`config.mk`:
```
export PLATFORM = sky130hd
export DESIGN_NAME = dcache_controller_flat
export DESIGN_NICKNAME = d
export VERILOG_FILES = /design/src/rtl/dcache_pkg.sv /design/src/rtl/dcache_if.sv /design/src/rtl/dcache_word_merge.sv /design/src/rtl/dcache_controller.sv /design/src/flat_wrapper.sv
export SDC_FILE = /design/constraint.sdc
export NUM_CORES = 2
export LEC_CHECK = 0
export ABC_AREA = 1
export CORE_AREA = 4 4 474 476
export DETAILED_ROUTE_END_ITERATION = 12
export DIE_AREA = 0 0 478 480
export PLACE_DENSITY = 0.39
export SYNTH_ARGS = -nofsm -noshare
export SYNTH_HDL_FRONTEND = slang
export SYNTH_HIERARCHICAL = 1
export SYNTH_SLANG_ARGS = --single-unit
```
`constraint.sdc`:
```
create_clock -name clk_i -period 5.6 [get_ports clk_i]
set_clock_uncertainty 0.05 [all_clocks]
set_input_delay 0.84 -clock clk_i [delete_from_list [all_inputs] [get_ports clk_i]]
set_output_delay 0.84 -clock clk_i [all_outputs]
set_load 0.03 [all_outputs]
```
`src/rtl/dcache_pkg.sv`:
```
`default_nettype none
// ============================================================================
//  Module      : dcache_pkg
//  Description : Shared widths, tag-entry bit positions and controller states
//                for the 2-way set-associative data-cache controller.
//  Revision    : 1.0 - initial release
// ============================================================================
package dcache_pkg;

  localparam int TAG_W    = 23;
  localparam int INDEX_W  = 4;
  localparam int LINE_W   = 256;
  localparam int WORD_W   = 32;
  localparam int OFFSET_W = 5;
  localparam int SEL_W    = 3;
  localparam int WORDS    = LINE_W / WORD_W;

  // Tag entry layout: {valid, dirty, tag}
  localparam int VALID_BIT = 24;
  localparam int DIRTY_BIT = 23;
  localparam int ENTRY_W   = TAG_W + 2;

  typedef enum logic [2:0] {
    IDLE       = 3'd0,
    MISS       = 3'd1,
    WRITEBACK  = 3'd2,
    READMISS   = 3'd3,
    READMISSOK = 3'd4
  } state_t;

endpackage
`default_nettype wire

```
`src/rtl/dcache_if.sv`:
```
`default_nettype none
// ============================================================================
//  Module      : dcache_if
//  Description : CPU, memory and tag/data-array signals of the data-cache
//                controller. The master side is the environment (CPU, memory,
//                array); the slave side is the controller.
//  Revision    : 1.0 - initial release
// ============================================================================
interface dcache_if;
  import dcache_pkg::*;

  // CPU MEM stage
  logic [31:0]         cpu_addr_i;
  logic [WORD_W-1:0]   cpu_data_i;
  logic                cpu_MemRead_i;
  logic                cpu_MemWrite_i;
  logic [WORD_W-1:0]   cpu_data_o;
  logic                cpu_stall_o;

  // Backing memory
  logic [31:0]         mem_addr_o;
  logic [LINE_W-1:0]   mem_data_o;
  logic                mem_enable_o;
  logic                mem_write_o;
  logic [LINE_W-1:0]   mem_data_i;
  logic                mem_ack_i;

  // Tag/data array
  logic [INDEX_W-1:0]  sram_index_o;
  logic [ENTRY_W-1:0]  sram_tag_o;
  logic [LINE_W-1:0]   sram_data_o;
  logic                sram_enable_o;
  logic                sram_write_o;
  logic [ENTRY_W-1:0]  sram_tag_i;
  logic [LINE_W-1:0]   sram_data_i;
  logic                sram_hit_i;

  modport master (
    output cpu_addr_i, cpu_data_i, cpu_MemRead_i, cpu_MemWrite_i,
    input  cpu_data_o, cpu_stall_o,
    input  mem_addr_o, mem_data_o, mem_enable_o, mem_write_o,
    output mem_data_i, mem_ack_i,
    input  sram_index_o, sram_tag_o, sram_data_o, sram_enable_o, sram_write_o,
    output sram_tag_i, sram_data_i, sram_hit_i
  );

  modport slave (
    input  cpu_addr_i, cpu_data_i, cpu_MemRead_i, cpu_MemWrite_i,
    output cpu_data_o, cpu_stall_o,
    output mem_addr_o, mem_data_o, mem_enable_o, mem_write_o,
    input  mem_data_i, mem_ack_i,
    output sram_index_o, sram_tag_o, sram_data_o, sram_enable_o, sram_write_o,
    input  sram_tag_i, sram_data_i, sram_hit_i
  );

endinterface
`default_nettype wire

```
`src/rtl/dcache_word_merge.sv`:
```
`default_nettype none
// ============================================================================
//  Module      : dcache_word_merge
//  Description : Combinational word access on a cache line: extracts the
//                selected 32-bit word and builds the line with that word
//                replaced by new store data.
//  Revision    : 1.0 - initial release
// ============================================================================
module dcache_word_merge
  import dcache_pkg::*;
(
  input  logic [LINE_W-1:0] line,
  input  logic [WORD_W-1:0] word,
  input  logic [SEL_W-1:0]  sel,
  output logic [LINE_W-1:0] merged,
  output logic [WORD_W-1:0] extracted
);

  // Word offset inside the line, in bits
  logic [SEL_W+OFFSET_W-1:0] bit_base;
  assign bit_base  = {sel, {OFFSET_W{1'b0}}};
  assign extracted = line[bit_base +: WORD_W];

  for (genvar k = 0; k < WORDS; k++) begin : g_word
    assign merged[k*WORD_W +: WORD_W] =
      (sel == SEL_W'(k)) ? word : line[k*WORD_W +: WORD_W];
  end

endmodule
`default_nettype wire

```
`src/rtl/dcache_controller.sv`:
```
`default_nettype none
// ============================================================================
//  Module      : dcache_controller
//  Description : Data-cache controller between the CPU MEM stage and a 2-way
//                set-associative tag/data array. Hits resolve in the cycle of
//                the request; misses stall the CPU, write back a dirty
//                victim, refill the line and let the held request replay.
//  Revision    : 1.0 - initial release
// ============================================================================
module dcache_controller
  import dcache_pkg::*;
(
  input  logic     clk_i,
  input  logic     rst_i,
  dcache_if.slave  bus
);

  state_t              state;
  logic [31:0]         req_addr;
  logic [WORD_W-1:0]   req_data;
  logic                req_write;
  logic [TAG_W-1:0]    wb_tag;
  logic [LINE_W-1:0]   wb_line;
  logic [LINE_W-1:0]   refill_line;
  logic                mem_en;

  logic                is_idle;
  logic                rd_req;
  logic                wr_req;
  logic                any_req;
  logic                write_hit;
  logic                miss;
  logic                victim_dirty;
  logic [31:0]         cur_addr;
  logic [TAG_W-1:0]    cur_tag;
  logic [INDEX_W-1:0]  cur_index;
  logic [SEL_W-1:0]    cur_sel;
  logic [LINE_W-1:0]   merged_line;
  logic [WORD_W-1:0]   sel_word;

  // Store wins when both request strobes are asserted
  assign wr_req  = bus.cpu_MemWrite_i;
  assign rd_req  = bus.cpu_MemRead_i & ~bus.cpu_MemWrite_i;
  assign any_req = rd_req | wr_req;
  assign is_idle = (state == IDLE);

  // Live CPU address while idle; the latched request during the whole miss
  assign cur_addr  = is_idle ? bus.cpu_addr_i : req_addr;
  assign cur_tag   = cur_addr[31:INDEX_W+OFFSET_W];
  assign cur_index = cur_addr[INDEX_W+OFFSET_W-1:OFFSET_W];
  assign cur_sel   = cur_addr[OFFSET_W-1:2];

  assign write_hit    = is_idle & wr_req & bus.sram_hit_i;
  assign miss         = is_idle & any_req & ~bus.sram_hit_i;
  assign victim_dirty = bus.sram_tag_i[VALID_BIT] & bus.sram_tag_i[DIRTY_BIT];

  dcache_word_merge u_merge (
    .line      (bus.sram_data_i),
    .word      (bus.cpu_data_i),
    .sel       (cur_sel),
    .merged    (merged_line),
    .extracted (sel_word)
  );

  // Latched store data/flag are kept for observability of the held request;
  // the replay itself uses the CPU's held inputs.
  logic unused_bits;
  assign unused_bits = &{1'b0, req_data, req_write, cur_addr[1:0]};

  // CPU and array side outputs, decoded from state and the hit lookup
  always_comb begin
    bus.cpu_data_o    = sel_word;
    bus.cpu_stall_o   = ~is_idle | miss;
    bus.sram_index_o  = cur_index;
    bus.sram_enable_o = is_idle ? any_req : 1'b1;
    bus.sram_write_o  = write_hit | (state == READMISSOK);
    bus.sram_tag_o    = {2'b00, cur_tag};
    bus.sram_data_o   = '0;
    if (write_hit) begin
      bus.sram_tag_o  = {2'b11, cur_tag};
      bus.sram_data_o = merged_line;
    end else if (state == READMISSOK) begin
      bus.sram_tag_o  = {2'b10, cur_tag};
      bus.sram_data_o = refill_line;
    end
  end

  // Memory side outputs: victim address/line during write-back, refill
  // address during the read
  always_comb begin
    bus.mem_enable_o = mem_en;
    bus.mem_write_o  = mem_en & (state == WRITEBACK);
    bus.mem_addr_o   = '0;
    bus.mem_data_o   = '0;
    if (state == WRITEBACK) begin
      bus.mem_addr_o = {wb_tag, cur_index, {OFFSET_W{1'b0}}};
      bus.mem_data_o = wb_line;
    end else if (state == READMISS) begin
      bus.mem_addr_o = {cur_tag, cur_index, {OFFSET_W{1'b0}}};
    end
  end

  // Miss-handling FSM; mem_en is its registered memory-request output and
  // drops the cycle after every ack so each memory transaction is distinct
  always_ff @(posedge clk_i) begin
    if (rst_i) begin
      state       <= IDLE;
      req_addr    <= '0;
      req_data    <= '0;
      req_write   <= 1'b0;
      wb_tag      <= '0;
      wb_line     <= '0;
      refill_line <= '0;
      mem_en      <= 1'b0;
    end else begin
      case (state)
        IDLE: begin
          mem_en <= 1'b0;
          if (miss) begin
            req_addr  <= bus.cpu_addr_i;
            req_data  <= bus.cpu_data_i;
            req_write <= wr_req;
            state     <= MISS;
          end
        end
        MISS: begin
          mem_en <= 1'b1;
          if (victim_dirty) begin
            wb_tag  <= bus.sram_tag_i[TAG_W-1:0];
            wb_line <= bus.sram_data_i;
            state   <= WRITEBACK;
          end else begin
            state <= READMISS;
          end
        end
        WRITEBACK: begin
          if (mem_en && bus.mem_ack_i) begin
            mem_en <= 1'b0;
            state  <= READMISS;
          end
        end
        READMISS: begin
          if (mem_en && bus.mem_ack_i) begin
            refill_line <= bus.mem_data_i;
            mem_en      <= 1'b0;
            state       <= READMISSOK;
          end else begin
            mem_en <= 1'b1;
          end
        end
        READMISSOK: begin
          state <= IDLE;
        end
        default: begin
          mem_en <= 1'b0;
          state  <= IDLE;
        end
      endcase
    end
  end

endmodule
`default_nettype wire

```
`src/flat_wrapper.sv`:
```
// flat-port wrapper written by rule: the top's interface ports become plain ports
module dcache_controller_flat import dcache_pkg::*;
  (clk_i, rst_i, bus_cpu_addr_i, bus_cpu_data_i, bus_cpu_MemRead_i, bus_cpu_MemWrite_i, bus_cpu_data_o, bus_cpu_stall_o, bus_mem_addr_o, bus_mem_data_o, bus_mem_enable_o, bus_mem_write_o, bus_mem_data_i, bus_mem_ack_i, bus_sram_index_o, bus_sram_tag_o, bus_sram_data_o, bus_sram_enable_o, bus_sram_write_o, bus_sram_tag_i, bus_sram_data_i, bus_sram_hit_i);
  dcache_if bus_i ();
  input  logic clk_i;
  input  logic rst_i;
  input wire logic [$bits(bus_i.cpu_addr_i)-1:0] bus_cpu_addr_i;
  input wire logic [$bits(bus_i.cpu_data_i)-1:0] bus_cpu_data_i;
  input wire logic [$bits(bus_i.cpu_MemRead_i)-1:0] bus_cpu_MemRead_i;
  input wire logic [$bits(bus_i.cpu_MemWrite_i)-1:0] bus_cpu_MemWrite_i;
  output wire logic [$bits(bus_i.cpu_data_o)-1:0] bus_cpu_data_o;
  output wire logic [$bits(bus_i.cpu_stall_o)-1:0] bus_cpu_stall_o;
  output wire logic [$bits(bus_i.mem_addr_o)-1:0] bus_mem_addr_o;
  output wire logic [$bits(bus_i.mem_data_o)-1:0] bus_mem_data_o;
  output wire logic [$bits(bus_i.mem_enable_o)-1:0] bus_mem_enable_o;
  output wire logic [$bits(bus_i.mem_write_o)-1:0] bus_mem_write_o;
  input wire logic [$bits(bus_i.mem_data_i)-1:0] bus_mem_data_i;
  input wire logic [$bits(bus_i.mem_ack_i)-1:0] bus_mem_ack_i;
  output wire logic [$bits(bus_i.sram_index_o)-1:0] bus_sram_index_o;
  output wire logic [$bits(bus_i.sram_tag_o)-1:0] bus_sram_tag_o;
  output wire logic [$bits(bus_i.sram_data_o)-1:0] bus_sram_data_o;
  output wire logic [$bits(bus_i.sram_enable_o)-1:0] bus_sram_enable_o;
  output wire logic [$bits(bus_i.sram_write_o)-1:0] bus_sram_write_o;
  input wire logic [$bits(bus_i.sram_tag_i)-1:0] bus_sram_tag_i;
  input wire logic [$bits(bus_i.sram_data_i)-1:0] bus_sram_data_i;
  input wire logic [$bits(bus_i.sram_hit_i)-1:0] bus_sram_hit_i;
  assign bus_i.cpu_addr_i = bus_cpu_addr_i;
  assign bus_i.cpu_data_i = bus_cpu_data_i;
  assign bus_i.cpu_MemRead_i = bus_cpu_MemRead_i;
  assign bus_i.cpu_MemWrite_i = bus_cpu_MemWrite_i;
  assign bus_cpu_data_o = bus_i.cpu_data_o;
  assign bus_cpu_stall_o = bus_i.cpu_stall_o;
  assign bus_mem_addr_o = bus_i.mem_addr_o;
  assign bus_mem_data_o = bus_i.mem_data_o;
  assign bus_mem_enable_o = bus_i.mem_enable_o;
  assign bus_mem_write_o = bus_i.mem_write_o;
  assign bus_i.mem_data_i = bus_mem_data_i;
  assign bus_i.mem_ack_i = bus_mem_ack_i;
  assign bus_sram_index_o = bus_i.sram_index_o;
  assign bus_sram_tag_o = bus_i.sram_tag_o;
  assign bus_sram_data_o = bus_i.sram_data_o;
  assign bus_sram_enable_o = bus_i.sram_enable_o;
  assign bus_sram_write_o = bus_i.sram_write_o;
  assign bus_i.sram_tag_i = bus_sram_tag_i;
  assign bus_i.sram_data_i = bus_sram_data_i;
  assign bus_i.sram_hit_i = bus_sram_hit_i;
  dcache_controller u_core (.clk_i(clk_i), .rst_i(rst_i), .bus(bus_i));
endmodule
```
## Word-level counts from Yosys, hierarchy flattened

Cells that the tools add are included.

- Eq/ne operators: 14
- Shift-type cells: 1
- Muxes and demuxes: 25
- Bitwise operators: 14
- Reduce and logical (&&, ||, !) cells: 8

Operators by type and width:

| kind | number |
|---|---|
| $mux 256 | 3 |
| $mux 32 | 11 |
| $shiftx 256x9->32 | 1 |
| $mux 25 | 2 |
| $eq 3x3->1 const B | 5 |
| $eq 3x2->1 const B | 4 |
| $pmux 3 s4 | 1 |
| $mux 3 | 3 |
| $reduce_and 2->1 | 4 |
| $and 1x1->1 | 7 |
| $eq 3x1->1 const B | 2 |
| $logic_not 3->1 | 2 |
| $ne 2x2->1 const B | 3 |
| $mux 1 | 4 |
| $not 1->1 | 4 |
| $pmux 1 s4 | 1 |
| $or 1x1->1 | 3 |
| $reduce_and 3->1 | 1 |
| $logic_and 1x1->1 | 1 |

- Flip-flop bits (word level): 571
- Bits of input ports: 607
- Output and inout port bits: 610

## Logic depth before layout (Yosys ltp)

- Depth in word-level cells: 7
- Depth in mapped cells: 16
- Gate-level depth less buffers: 12

## Hierarchy

The synthesis kept the hierarchy.

Modules (own cells, without submodules):

| module | instances | cells each | area an instance (um^2) | seq. area each (um^2) |
|---|---|---|---|---|
| dcache_controller | 1 | 3509 | 24529.8 | 11390.9 |
| dcache_word_merge | 1 | 1330 | 5686.7 | 0.0 |

## Worst setup path after synthesis

OpenSTA, ideal clock, no wires.

- Path type: register to output
- Start point: register u_core.state[2]
- End point: output bus_sram_data_o[84]
- Arrival: 2365 ps
- Required time: 4710 ps
- Setup slack: 2345 ps
- Cell stages (with the launch flop): 13
- Path buffers: 2
- Path through: dfxtp_1 -> inv_1 -> nand2_1 -> nor2_2 -> buf_2 -> o21ai_0 -> inv_2 -> nor2_4 -> nand2_4 -> buf_6 -> o21ai_1 -> nand2_1 -> o21ai_0

- Longest elaborated chain between the ends: 5

Ends and longest elaborated chain:

| item | line | text |
|---|---|---|
| start, declared | dcache_controller.sv:18 | `state_t state;` |
| start signal, assigned | dcache_controller.sv:107 | `state <= IDLE;` |
| start signal, assigned | dcache_controller.sv:123 | `state <= MISS;` |
| start signal, assigned | dcache_controller.sv:131 | `state <= WRITEBACK;` |
| $logic_not 3->1 | dcache_controller.sv:45 | `assign is_idle = (state == IDLE);` |
| $mux 32 | dcache_controller.sv:48 | `assign cur_addr = is_idle ? bus.cpu_addr_i : req_addr;` |
| net u_core.cur_addr[3] | dcache_controller.sv:34 | `logic [31:0] cur_addr;` |
| $eq 3x2->1 | dcache_word_merge.sv:26 | `(sel == SEL_W'(k)) ? word : line[k*WORD_W +: WORD_W];` |
| $mux 32 | dcache_word_merge.sv:26 |  |
| net u_core.merged_line[84] | dcache_controller.sv:38 | `logic [LINE_W-1:0] merged_line;` |
| $mux 256 | dcache_controller.sv:79 | `if (write_hit) begin` |
| end, declared | flat_wrapper.sv:21 | `output wire logic [$bits(bus_i.sram_data_o)-1:0] bus_sram_data_o;` |

The timed path passes the listed nets, and every way through them passes these cells.

## Worst setup path after layout

- Start point: register u_core.state[1]
- End point: output bus_sram_data_o[154]

- Longest elaborated chain between the ends: 5

Ends and longest elaborated chain:

| item | line |
|---|---|
| $logic_not 3->1 | dcache_controller.sv:45 |
| $mux 32 | dcache_controller.sv:48 |
| net u_core.cur_addr[4] | dcache_controller.sv:34 |
| $eq 3x3->1 | dcache_word_merge.sv:26 |
| $mux 32 | dcache_word_merge.sv:26 |
| net u_core.merged_line[154] | dcache_controller.sv:38 |
| $mux 256 | dcache_controller.sv:79 |

The timed path passes the listed nets, and every way through them passes these cells.

==> results.cfg <==
[logic_synthesis]
synth.top_cell.area_share_pct = 37.7
yosysWarnings = 6
syn-mean-instance-area_um2 = 6.24
synth_seq_cells = 569
synth.top_cells.by_area = dfxtp_1 (38%), o21ai_0 (17%), nand2_1 (16%)
netlist_instances = 4839
synth-seq-area-share_pct = 37.7
ys_types = 28
netlist.top_cell.by_area = dfxtp_1
synth.cell_area_um2 = 30200

[worst_setup_path]
number_of_buffers_and_inverters_on_the_critical_path = 4
worstPathRequired_ns = 4.71
critical_path.startpoint_type = register
maximum_fanout_count_along_the_critical_path = 28
cp_slowest_stage_delay_ns = 0.71
critPathArrivalTime_ns = 4.39
critical_path.top_delay_family = buffers and inverters
slowest_stage = clkdlybuf4s50_1
most_common_cell_type_on_the_critical_path = nand2_1
path_class = reg -> out
critical_path.cell_chain = inv_1 -> nand2_1 -> nor2_4 -> buf_4 -> o21ai_4 -> nand2_2 -> buf_4 -> nand2_1 -> o21ai_0 -> nand2_1 -> o21ai_0 -> clkdlybuf4s50_1
worst_setup_path_end_kind = primary output

[hold_path]
holdCritPathClass = reg -> reg

[sta]
fin_crit_ns = 5.28
slew_headroom_pct = 13.2
setup_slack_ns = 0.321
drv_slew = 0
finalHoldViolations = 0
grt_setup_unrepaired = false
finalSetupViolations = 0
tightest_slew_ns = 1.30
fmax_mhz = 189
setup_total_negative_slack_ns = 0
final.period_utilization_pct = 94.3

[clocking]
total_cts_buffers = 84
cts.clk_slew.worst_paths_ns = 0.06
tritoncts = built
clock_root_buffer = clkbuf_16
h-tree-depth = 3
clock-sinks = 569
worstSkewPairLatency_ns = 0.71
clock_tree.buffer_depth = 3

[grt]
grt_pass1_vias = 35400
grt_pass1_wl_mm = 347
grt_antenna_before_repair = 104
gr-total-overflow = 0
globalRouteTotalUtil_pct = 22.5
maximum_number_of_pins_on_one_net_before_global_route_repair = 155

[detailed_routing]
detail_route.vias_per_cell = 4.15
drtAntennaViolNets = 0
detailedRoute.firstPassIterationCount = 6
drc = 0
detail_route.wl_per_cell_um = 30.4
detail_route.iter0.violations = 3025
routed_wirelength_mm = 271
total_vias_in_the_final_route = 37000

[run_status]
run_status = finished, final reports clean

[layout]
multi_input_area_um2 = 14500
fillerInstances = 25200
synthToLayoutAreaGrowth_pct = 62.4
post_route_cells_drive_above_1_share_pct = 8.37
finalNetCount = 6453
register_area_um2 = 11400

[place]
detailedPlacementHpwl_mm = 215
place.gp.congestion = 0.869
placement.io_buffers = 1209
place_ws_ns = 0.736

[power_and_ir_drop]
max_rail_drop_vdd_mv = 0.260
leakage_uw = 0.0182
power-per-cell-area_nw_per_um2 = 433

[floorplanning]
core_area_um2 = 221000
die_w_um = 478
starting_density_of_the_core_pct = 13.7
io-pin-count = 1217
fp_rows = 173
fp.dieH_um = 480
die-area_um2 = 229000

[job]
maxCapViolations = 0
-- timing repair --
item | 4_1_cts | 5_1_grt
cloned | 1 | 0
setup buffers | 0 | 3
pin swaps | 1 | 1
endpoints found under the setup margin | 3 | 27
resized for setup | 1 | 4
hold buffers | 0 | 0
-- final cells by class --
type	count	share of cell area (%)
multi-input cells	3248	29.6
repair buffers	1328	29.1
flip-flops and latches	569	23.2
well taps	2975	7.59
clock buffers	125	5.05
inverters	615	4.74
clock inverters	20	0.495
diodes	42	0.214
-- worst register-to-register path: cells and delay by family, from the launching register on --
family / cells / cell delay (ns)
compound gates: 2 / 0.68
buf+inv: 3 / 1.05
simple gates: 3 / 0.99
flops: 1 / 0.63
-- logic make-up after synthesis --
family                 Yosys count  synth area share, %
other                            1               0.0124
buffers and inverters         1027                 14.6
and+or+nand+nor               1543                 19.5
DFF                            569                 37.7
AOI/OAI and AO/OA             1699                 28.2
-- metrics by stage --
stage	hold slack [ns]	util (%)	power [uW]	instance area, um^2	cells
global route	0.412	22.2	22400	49000	8893
CTS	0.396	22.1	21700	48900	8877
finish	0.396	22.2	21200	49100	8922
floorplan	0.375	-	10300	30200	4843
global placement	0.383	20.9	16100	46200	8731
detailed placement	0.387	20.9	16100	46200	8731
-- placed cells by master (no fill, tap or decap), types with 2 or more instances in the layout --
| master | netlist | routed |
|---|---|---|
| a21oi_1 | 567 | 567 |
| buf_12 | 0 | 144 |
| buf_4 | 61 | 187 |
| bufinv_16 | 0 | 3 |
| clkbuf_1 | 214 | 21 |
| clkbuf_16 | 0 | 86 |
| clkbuf_8 | 0 | 18 |
| clkdlybuf4s50_1 | 0 | 994 |
| clkinv_1 | 1 | 5 |
| clkinv_2 | 0 | 7 |
| clkinv_4 | 0 | 2 |
| clkinv_8 | 0 | 2 |
| clkinvlp_4 | 0 | 5 |
| conb_1 | 1 | 5 |
| dfxtp_1 | 569 | 569 |
| diode_2 | 0 | 42 |
| dlymetal6s2s_1 | 0 | 3 |
| inv_1 | 610 | 598 |
| inv_2 | 2 | 9 |
| inv_8 | 0 | 2 |
| nand2_1 | 1255 | 1253 |
| nand2_2 | 5 | 6 |
| nand2_4 | 4 | 4 |
| nand3_4 | 1 | 2 |
| nor2_1 | 267 | 267 |
| nor2_2 | 3 | 3 |
| nor2_4 | 3 | 4 |
| o21ai_0 | 1008 | 1004 |
| o21ai_1 | 121 | 122 |
| o21ai_2 | 2 | 2 |
| o21ai_4 | 0 | 3 |
-- metal layers --
layer	wire, um	global-route usage, %
met1	110000	27.2
met2	128000	38.3
met3	24200	6.97
met4	7740	6.62
met5	260	0
-- Yosys cell counts --
master,count
buf_1,9
inv_2,2
o21ai_0,1008
dfxtp_1,569
a21oi_1,567
nor2_1,267
a31oi_1,1
nand4_2,1
nor3_4,1
clkinv_1,1
o21ai_2,2
inv_4,2
inv_1,610
nor2_4,3
buf_6,25
buf_2,96
nand4_1,1
nand2_1,1255
nand3_4,1
clkbuf_1,214
conb_1,1
o21ai_1,121
nand2_2,5
clkbuf_2,7
nand2_4,4
buf_4,61
nand3_1,2
nor2_2,3
-- report_power, final --
part,switching [uW],internal (uW)
sequential,110,4420
combinational,8030,3240
clock,2270,3190
-- worst paths after layout --
kind	from	to	slack, ns	depth (start not counted)
setup / recovery	u_core/state[1]	bus_sram_data_o[154]	0.32	12
hold / removal	u_core/refill_line[165]	u_core/refill_line[165]	0.40	2
setup reg to reg	u_core/state[0]	u_core/refill_line[25]	2.06	8
hold reg to reg	u_core/refill_line[165]	u_core/refill_line[165]	0.40	2
-- state kept, by name (all words and copies together) (netlist names) --
signal	cells
u_core/req_addr	30
u_core/wb_line	256
u_core/wb_tag	23
u_core/refill_line	256
u_core/state	3
u_core/bus.mem_enable_o	1
Note: power is estimated with default switching activity, not from simulation.
